<file path="src/rtl/score_link_pkg.sv">
// Shared definitions for the scoreboard serial link (transmitter and display-side receiver).
package score_link_pkg;

    // Field widths of the score word
    localparam int RUNS_W  = 8;
    localparam int WKTS_W  = 4;
    localparam int BALLS_W = 7;

    // Data bits carried between start bit and parity bit
    localparam int DATA_W     = RUNS_W + WKTS_W + BALLS_W;
    // start + data + parity + stop
    localparam int FRAME_BITS = DATA_W + 3;

    // Saturation limits applied at snapshot time
    localparam logic [WKTS_W-1:0]  MAX_WKTS  = 4'd10;
    localparam logic [BALLS_W-1:0] MAX_BALLS = 7'd120;

    // FSM state encodings
    localparam logic [2:0] S_IDLE   = 3'd0;
    localparam logic [2:0] S_START  = 3'd1;
    localparam logic [2:0] S_DATA   = 3'd2;
    localparam logic [2:0] S_PARITY = 3'd3;
    localparam logic [2:0] S_STOP   = 3'd4;

    // Clamp wickets to the saturation value
    function automatic logic [WKTS_W-1:0] sat_wkts(input logic [WKTS_W-1:0] w);
        return (w > MAX_WKTS) ? MAX_WKTS : w;
    endfunction

    // Clamp balls to the saturation value
    function automatic logic [BALLS_W-1:0] sat_balls(input logic [BALLS_W-1:0] b);
        return (b > MAX_BALLS) ? MAX_BALLS : b;
    endfunction

endpackage

</file>
<file path="src/rtl/score_frame_tx_bit_timer.sv">
// Bit-period divider: pulses o_bit_end on the last clk cycle of each serial bit.
// Held at zero while disabled so it never free-runs between frames.
module bit_timer #(
    parameter int unsigned CLKS_PER_BIT = 16
) (
    input  logic clk,
    input  logic rst,
    input  logic i_restart,
    input  logic i_enable,
    output logic o_bit_end
);

    localparam int unsigned CNT_W = (CLKS_PER_BIT > 1) ? $clog2(CLKS_PER_BIT) : 1;
    localparam logic [CNT_W-1:0] LAST = CNT_W'(CLKS_PER_BIT - 1);

    logic [CNT_W-1:0] r_cnt;
    logic             w_last;

    assign w_last    = (r_cnt == LAST);
    assign o_bit_end = i_enable & ~i_restart & w_last;

    // Count clk cycles within the current bit; wrap at the end of each bit period
    always_ff @(posedge clk or posedge rst) begin
        if (rst) begin
            r_cnt <= '0;
        end else if (i_restart || !i_enable || w_last) begin
            r_cnt <= '0;
        end else begin
            r_cnt <= r_cnt + 1'b1;
        end
    end

endmodule

</file>
<file path="src/rtl/score_frame_tx.sv">
// Scoreboard link transmitter: snapshots runs/wickets/balls on accept and shifts out
// start, runs, wkts, balls (each LSB-first), even parity and stop, one bit per bit period.
module score_frame_tx
    import score_link_pkg::*;
#(
    parameter int unsigned CLKS_PER_BIT = 16
) (
    input  logic               clk,
    input  logic               rst,
    input  logic [RUNS_W-1:0]  runs_i,
    input  logic [WKTS_W-1:0]  wkts_i,
    input  logic [BALLS_W-1:0] balls_i,
    input  logic               send_valid,
    output logic               send_ready,
    output logic               tx_o,
    output logic               busy_o,
    output logic               done_o
);

    localparam int unsigned BCNT_W = $clog2(DATA_W);
    localparam logic [BCNT_W-1:0] LAST_DATA = BCNT_W'(DATA_W - 1);

    logic [2:0]        r_state;
    // Parity sits above the data so it falls out of the shift right after the last data bit
    logic [DATA_W:0]   r_shift;
    logic [BCNT_W-1:0] r_bit_cnt;
    logic              r_tx;
    logic              r_done;

    logic              w_accept;
    logic              w_busy;
    logic              w_bit_end;
    logic [DATA_W-1:0] w_data;
    logic              w_parity;

    assign w_busy     = (r_state != S_IDLE);
    assign send_ready = ~w_busy;
    assign w_accept   = send_valid & send_ready;
    assign busy_o     = w_busy;
    assign tx_o       = r_tx;
    assign done_o     = r_done;

    // Saturated snapshot word, LSB first on the line: runs, then wkts, then balls
    assign w_data   = {sat_balls(balls_i), sat_wkts(wkts_i), runs_i};
    assign w_parity = ^w_data;

    bit_timer #(
        .CLKS_PER_BIT(CLKS_PER_BIT)
    ) u_bit_timer (
        .clk      (clk),
        .rst      (rst),
        .i_restart(w_accept),
        .i_enable (w_busy),
        .o_bit_end(w_bit_end)
    );

    // Frame sequencer: drives the line a bit at a time and tracks data-bit position
    always_ff @(posedge clk or posedge rst) begin
        if (rst) begin
            r_state   <= S_IDLE;
            r_shift   <= '0;
            r_bit_cnt <= '0;
            r_tx      <= 1'b1;
            r_done    <= 1'b0;
        end else begin
            r_done <= 1'b0;
            case (r_state)
                S_IDLE: begin
                    if (w_accept) begin
                        r_state   <= S_START;
                        r_shift   <= {w_parity, w_data};
                        r_bit_cnt <= '0;
                        r_tx      <= 1'b0;
                    end
                end
                S_START: begin
                    if (w_bit_end) begin
                        r_state <= S_DATA;
                        r_tx    <= r_shift[0];
                        r_shift <= r_shift >> 1;
                    end
                end
                S_DATA: begin
                    if (w_bit_end) begin
                        // After the last data bit the shift LSB is the parity bit
                        r_tx    <= r_shift[0];
                        r_shift <= r_shift >> 1;
                        if (r_bit_cnt == LAST_DATA) begin
                            r_state   <= S_PARITY;
                            r_bit_cnt <= '0;
                        end else begin
                            r_bit_cnt <= r_bit_cnt + 1'b1;
                        end
                    end
                end
                S_PARITY: begin
                    if (w_bit_end) begin
                        r_state <= S_STOP;
                        r_tx    <= 1'b1;
                    end
                end
                S_STOP: begin
                    if (w_bit_end) begin
                        r_state <= S_IDLE;
                        r_tx    <= 1'b1;
                        r_done  <= 1'b1;
                    end
                end
                default: begin
                    r_state <= S_IDLE;
                    r_tx    <= 1'b1;
                end
            endcase
        end
    end

endmodule

</file>
<file path="config.mk">
export PLATFORM = sky130hd
export DESIGN_NAME = score_frame_tx
export DESIGN_NICKNAME = d
export VERILOG_FILES = /design/src/rtl/score_link_pkg.sv /design/src/rtl/score_frame_tx_bit_timer.sv /design/src/rtl/score_frame_tx.sv
export SDC_FILE = /design/constraint.sdc
export NUM_CORES = 1
export LEC_CHECK = 0
export CAP_MARGIN = 20
export CORE_MARGIN = 2
export CORE_UTILIZATION = 51
export CTS_BUF_LIST = sky130_fd_sc_hd__clkbuf_4 sky130_fd_sc_hd__clkbuf_8
export DETAILED_ROUTE_END_ITERATION = 10
export GPL_ROUTABILITY_DRIVEN = 0
export PLACE_DENSITY = 0.78
export SYNTH_ARGS = -nofsm -noshare
export SYNTH_HDL_FRONTEND = slang
export SYNTH_SLANG_ARGS = --single-unit
</file>
<file path="constraint.sdc">
create_clock -name clk -period 1.52 [get_ports clk]
set_input_delay 0.228 -clock clk [delete_from_list [all_inputs] [get_ports clk]]
set_output_delay 0.228 -clock clk [all_outputs]
set_load 0.05 [all_outputs]
</file>
## After elaboration in Yosys (flattened, before gate mapping)

Cells that the tools add are included.

| word-level totals | value |
|---|---|
| bits in registers | 34 |
| bits of input ports | 22 |
| output and inout port bits | 4 |
| logic and storage cells | 66 |

| cells by class | value |
|---|---|
| $add $sub $neg | 2 |
| $lt $le $gt $ge | 2 |
| eq/ne operators | 14 |
| mux-type cells | 23 |
| bitwise logic cells | 5 |
| reduce and logical (&&, ||, !) cells | 14 |

Operators with widths:

| operator | number |
|---|---|
| 20-bit 2-to-1 mux | 2 |
| 20-bit case mux with 2 select lines | 1 |
| 19-bit XOR reduction | 1 |
| 3-bit 2-to-1 mux | 6 |
| 5-bit 2-to-1 mux | 3 |
| 3-bit case mux with 5 select lines | 1 |
| 2-bit by 1-bit inequality test with 1-bit output (second input constant) | 7 |
| 5-bit case mux with 2 select lines | 1 |
| 3-bit AND reduction | 3 |
| 4-bit 2-to-1 mux | 2 |
| 7-bit > comparator (second input constant) | 1 |
| 7-bit 2-to-1 mux | 1 |
| 3-bit by 2-bit equality test with 1-bit output (second input constant) | 2 |
| 6-bit AND reduction | 1 |
| 5-bit by 1-bit adder with 5-bit output (second input constant) | 1 |
| 5-bit equality test (second input constant) | 1 |
| 1-bit 2-to-1 mux | 5 |
| 4-bit by 1-bit adder with 4-bit output (second input constant) | 1 |
| 4-bit equality test (second input constant) | 1 |
| 4-bit > comparator (second input constant) | 1 |
| 2-bit nonzero test | 2 |
| 2-bit OR reduction | 2 |
| 1-bit AND | 3 |
| 3-bit by 1-bit equality test with 1-bit output (second input constant) | 1 |
| other kinds (8) | 10 |

## Logic depth before layout (Yosys ltp)

| logic depth | value |
|---|---|
| word-level depth | 8 |
| depth in mapped cells | 7 |
| gate-level depth less buffers | 7 |

## Hierarchy

A second synthesis with hierarchy kept.

| second synthesis, totals | value |
|---|---|
| cells, all modules | 193 |
| area total of the unflattened synthesis | 1903.1 um^2 |

By module, submodules not included:

| module | times used | cells an instance | area an instance (um^2) | sequential area each (um^2) |
|---|---|---|---|---|
| score_frame_tx | 1 | 175 | 1701.6 | 752.0 |
| bit_timer | 1 | 18 | 201.4 | 100.1 |

## Worst setup path after synthesis

Ideal clock, no wire load.

| timing | value |
|---|---|
| path kind | register to register |
| start | reg r_state[2] |
| end | reg u_bit_timer.r_cnt[1] |
| setup time | 0.122 ns |
| data arrival time | 2.861 ns |
| required time | 1.398 ns |
| path slack | -1.463 ns |
| cell stages (with the launch flop) | 5 |
| buffers on the path | 1 |
| clock period less this slack | 2.983 ns |
| path through | dfrtp_1 > buf_1 > nor3_1 > inv_1 > and3_1 |

| on the way | value |
|---|---|
| cells in the longest elaborated chain, start to end | 6 |
| elaborated cells between the ends (all ways) | 7 |
| classes of those cells | 1 x mux; 2 x bitwise; 4 x reduce/logical |

RTL lines:

| item | line | text |
|---|---|---|
| start, declared | score_frame_tx.sv:23 | `logic [2:0] r_state;` |
| start signal, assigned | score_frame_tx.sv:60 | `r_state <= S_IDLE;` |
| start signal, assigned | score_frame_tx.sv:70 | `r_state <= S_START;` |
| start signal, assigned | score_frame_tx.sv:78 | `r_state <= S_DATA;` |
| 3-bit nonzero test | score_frame_tx.sv:36 | `assign w_busy = (r_state != S_IDLE);` |
| 1-bit NOT | score_frame_tx.sv:37 | `assign send_ready = ~w_busy;` |
| via send_ready | score_frame_tx.sv:14 | `output logic send_ready,` |
| 1-bit AND | score_frame_tx.sv:38 | `assign w_accept = send_valid & send_ready;` |
| 1-bit logical OR (2 in series) | score_frame_tx_bit_timer.sv:26 | `end else if (i_restart \|\| !i_enable \|\| w_last) begin` |
| 4-bit 2-to-1 mux | score_frame_tx_bit_timer.sv:26 |  |
| end signal, assigned | score_frame_tx_bit_timer.sv:29 | `r_cnt <= r_cnt + 1'b1;` |
| end, declared | score_frame_tx_bit_timer.sv:16 | `logic [CNT_W-1:0] r_cnt;` |

The timed path passes the listed nets, and every way through them passes these cells.
A chain may end at the register's enable or synchronous reset.

## Worst setup path after layout

| timing | value |
|---|---|
| start | reg r_state[0] |
| end | out busy_o |

| on the way | value |
|---|---|
| cells in the longest elaborated chain, start to end | 1 |

RTL lines:

| item | line | text |
|---|---|---|
| 3-bit nonzero test | score_frame_tx.sv:36 |  |
| end, declared | score_frame_tx.sv:16 | `output logic busy_o,` |

Every way passes these cells.

==> results.sh <==
export IMPL_clk_pin_slew_ns=0.12
export IMPL_nets=279
export IMPL_path_max_fanout=3
export IMPL_internal_power_mw=3.33
export IMPL_finalSetupViolCount=21
export IMPL_clk_insertion_delay_late_ns=0.35
export IMPL_synth_mux_area_share_pct=8.77
export IMPL_endpoint_kind="output port"
export IMPL_dieWidth_um=64.3
export IMPL_final_area_sq_um=2790
export IMPL_max_cap_violations=0
export IMPL_design_core_area_sq_um=3420
export IMPL_power_density_nw_per_um2=1990
export IMPL_period_minus_slack_ns=1.66
export IMPL_drive_gt1_share_pct=30.8
export IMPL_vias_per_cell=5.79
export IMPL_numPortBuffers=25
export IMPL_rsz0062_at_grt="true"
export IMPL_slew_violations=0
export IMPL_synth_top_family_by_area="simple AND/OR/NAND/NOR gates"
export IMPL_synth_compound_area_share_pct=12.9
export IMPL_placementRows=21
export IMPL_synthSimpleGateAreaFrac_pct=16.6
export IMPL_drt_total_wl_um=5300
export IMPL_wl_per_cell_um=17.7
export IMPL_violations="setup timing"
export IMPL_cts_root_buffer="clkbuf_4"
export IMPL_drc=0
export IMPL_synth_cells=194
export IMPL_ant_nets=0
export IMPL_hold_viol=0
export IMPL_ys_warn_count=0
export IMPL_gr_total_overflow=0
export IMPL_power_total_mw=5.56
export IMPL_p_leak_nw=1.27
export IMPL_synth_avg_cell_area_sq_um=9.56
export IMPL_fmax_mhz=603
export IMPL_crit_type="flop to output port"
export IMPL_synth_adder_area_share_pct=2.02
export IMPL_start_kind="flop"
export IMPL_synth_area_sq_um=1850
export IMPL_grt_pass1_vias=1664
export IMPL_grtUsageTotal_pct=22.9
export IMPL_die_h_um=64.3
export IMPL_cts_max_level=2
export IMPL_seq_area_frac_synth_pct=46.0
export IMPL_vias=1730
export IMPL_setup_ws_ns=-0.138
export IMPL_num_antenna_cells=0
export IMPL_fin_crit_sh_pct=109
export IMPL_hold_path_class="primary input to asynchronous set/reset pin"
export IMPL_cts_tree="yes"
export IMPL_grt_max_degree=19
export IMPL_clk_path_buf_depth=2
export IMPL_synthToLayoutAreaGrowth_pct=50.4
export IMPL_clkSinkCount=34
export IMPL_p_clk_share_pct=9.0
export IMPL_fill_cells=176
export IMPL_irDropWorstVdd_mv=1.16
export IMPL_dpl_cell_area_sq_um=2350
export IMPL_fin_skew_ns=0.0223
export IMPL_die_area_sq_um=4130
export IMPL_drt_initial_drc_count=111
export IMPL_hold_buffers=0
export IMPL_status="complete, but fails checks"
export IMPL_grt_antenna_before_repair=0
export IMPL_synth_xor_area_share_pct=10.5
export IMPL_synth_seq_cells=34
export IMPL_p_comb_share_pct=61.2
export IMPL_swShare_pct=40.0
export IMPL_synth_net_count=219
export IMPL_tightest_slew_ns=0.409
export IMPL_drtPass1Iterations=4
export IMPL_ys_types=32
export IMPL_ios=26
export IMPL_relSlewSlack_pct=72.7
export IMPL_p_sw_mw=2.22
export IMPL_power_frac_seq_pct=29.8
export IMPL_grt_first_pass_wirelength_um=7420
export IMPL_cts_buffers=5
export IMPL_dp_hpwl_um=3040
export IMPL_timing_critical_path_required_ns=1.29
export IMPL_start_util_pct=54.3
export IMPL_worst_ep_arrival_time_ns=1.43
==> worst max-delay path, cell delays in order (launching register included) <==
cell	delay, ns
dfrtp_1	0.41
buf_6	0.13
nor3_4	0.24
clkinvlp_4	0.16
buf_8	0.16
==> final cells by class <==
type / count / area [sq um] / share of cell area [%]
timing repair buffer: 61 / 679 / 24.4
sequential: 34 / 853 / 30.6
inverter: 3 / 15.0 / 0.538
tap: 46 / 57.6 / 2.06
clock buffer: 6 / 51.3 / 1.84
multi-input combinational: 149 / 1130 / 40.6
==> registers in the layout, indices dropped and copies added, names as in the netlist <==
signal / count
r_shift: 20
r_bit_cnt: 5
u_bit_timer.r_cnt: 4
r_state: 3
done_o: 1
tx_o: 1
==> metrics by stage <==
| stage | setup WS [ns] | util [%] | std cells | setup TNS [ns] | hold WS (ns) |
|---|---|---|---|---|---|
| floorplan | -0.393 | - | 194 | -1.39 | 0.355 |
| global placement | -0.371 | 68.7 | 280 | -0.494 | 0.472 |
| detailed placement | -0.441 | 68.7 | 280 | -1.32 | 0.492 |
| CTS | -0.131 | 73.4 | 291 | -0.229 | 0.165 |
| global route | -0.233 | 81.6 | 299 | -3.21 | 0.184 |
| finish | -0.138 | 81.6 | 299 | -1.78 | 0.152 |
==> power by group through the flow <==
stage               registers [mW]  logic, mW  clock network, mW
floorplan                     1.56       1.66                  0
global placement              1.57       2.26                  0
detailed placement            1.61       2.37                  0
CTS                           1.59       2.64              0.505
global route                  1.68       3.62              0.549
finish                        1.66       3.40              0.502
==> logic make-up after synthesis <==
| group | after synthesis |
|---|---|
| buffers and inverters | 11 |
| muxes | 16 |
| DFF | 34 |
| AOI/OAI and AO/OA | 44 |
| adders and majority gates | 3 |
| xor gates and xnor gates | 19 |
| and+or+nand+nor | 67 |
==> repair_timing <==
| item | 4_1_cts | 5_1_grt |
|---|---|---|
| gates cloned | 0 | 3 |
| gates resized for setup | 18 | 39 |
| pin swaps | 5 | 14 |
| buffers inserted | 5 | 5 |
| setup endpoints to repair | 25 | 27 |
==> final timing paths <==
check	start	to	slack [ns]	cells after the start
setup / recovery	r_state[0]	busy_o	-0.14	4
min in group clk	runs_i[7]	r_shift[7]	0.31	3
hold reg to reg	r_bit_cnt[3]	r_bit_cnt[3]	0.52	1
setup reg to reg	u_bit_timer.r_cnt[1]	r_shift[1]	-0.12	7
max in group asynchronous	rst	r_shift[5]	0.82	3
hold / removal	rst	r_shift[6]	0.15	2
==> Yosys cell counts, drive strengths merged <==
master	n	area (sq um)
mux2	2	22.5
nand2b	2	12.5
xor3	1	23.8
a21o	1	7.51
and3	3	18.8
dfstp	1	26.3
xnor3	1	22.5
dfrtp	33	826
nand2	14	52.6
o31ai	4	30.0
inv	3	11.3
ha	3	37.5
o21ai	12	60.1
nand4bb	1	11.3
xor2	3	26.3
nor3	2	10.0
nand3	6	30.0
nor2b	3	18.8
a21oi	25	125
nor3b	1	7.51
xnor2	14	123
a2bb2oi	1	8.76
o21bai	1	7.51
nand4	2	12.5
nor2	33	134
mux2i	14	140
buf	8	48.8
==> routing by layer <==
metal | track usage, % | share of wire [%] | vias to the layer above
met1 | 27.0 | 38 | 869
met3 | 5.46 | 5.0 | 13
met4 | 6.38 | 2.1 | 0
met5 | 0 | 0 | -
met2 | 41.5 | 55 | 57
li1 | - | - | 791
==> cell usage in the layout, fill, tap and decap left out, types with 2 or more instances in the layout <==
cell	n
a21oi_1	21
a21oi_2	4
and3_1	2
buf_12	4
buf_4	23
buf_6	7
buf_8	3
clkbuf_16	3
clkbuf_4	5
clkdlybuf4s50_1	14
dfrtp_1	32
dlymetal6s2s_1	7
ha_1	2
inv_1	2
mux2i_1	11
mux2i_4	3
nand2_1	12
nand2_2	2
nand2b_1	2
nand3_1	4
nand4_1	2
nor2_1	29
nor2_4	3
nor2b_1	3
o21ai_0	8
o21ai_1	3
o31ai_1	3
xnor2_1	10
xnor2_2	3
xor2_1	3
(Power assumes the default switching activity.)
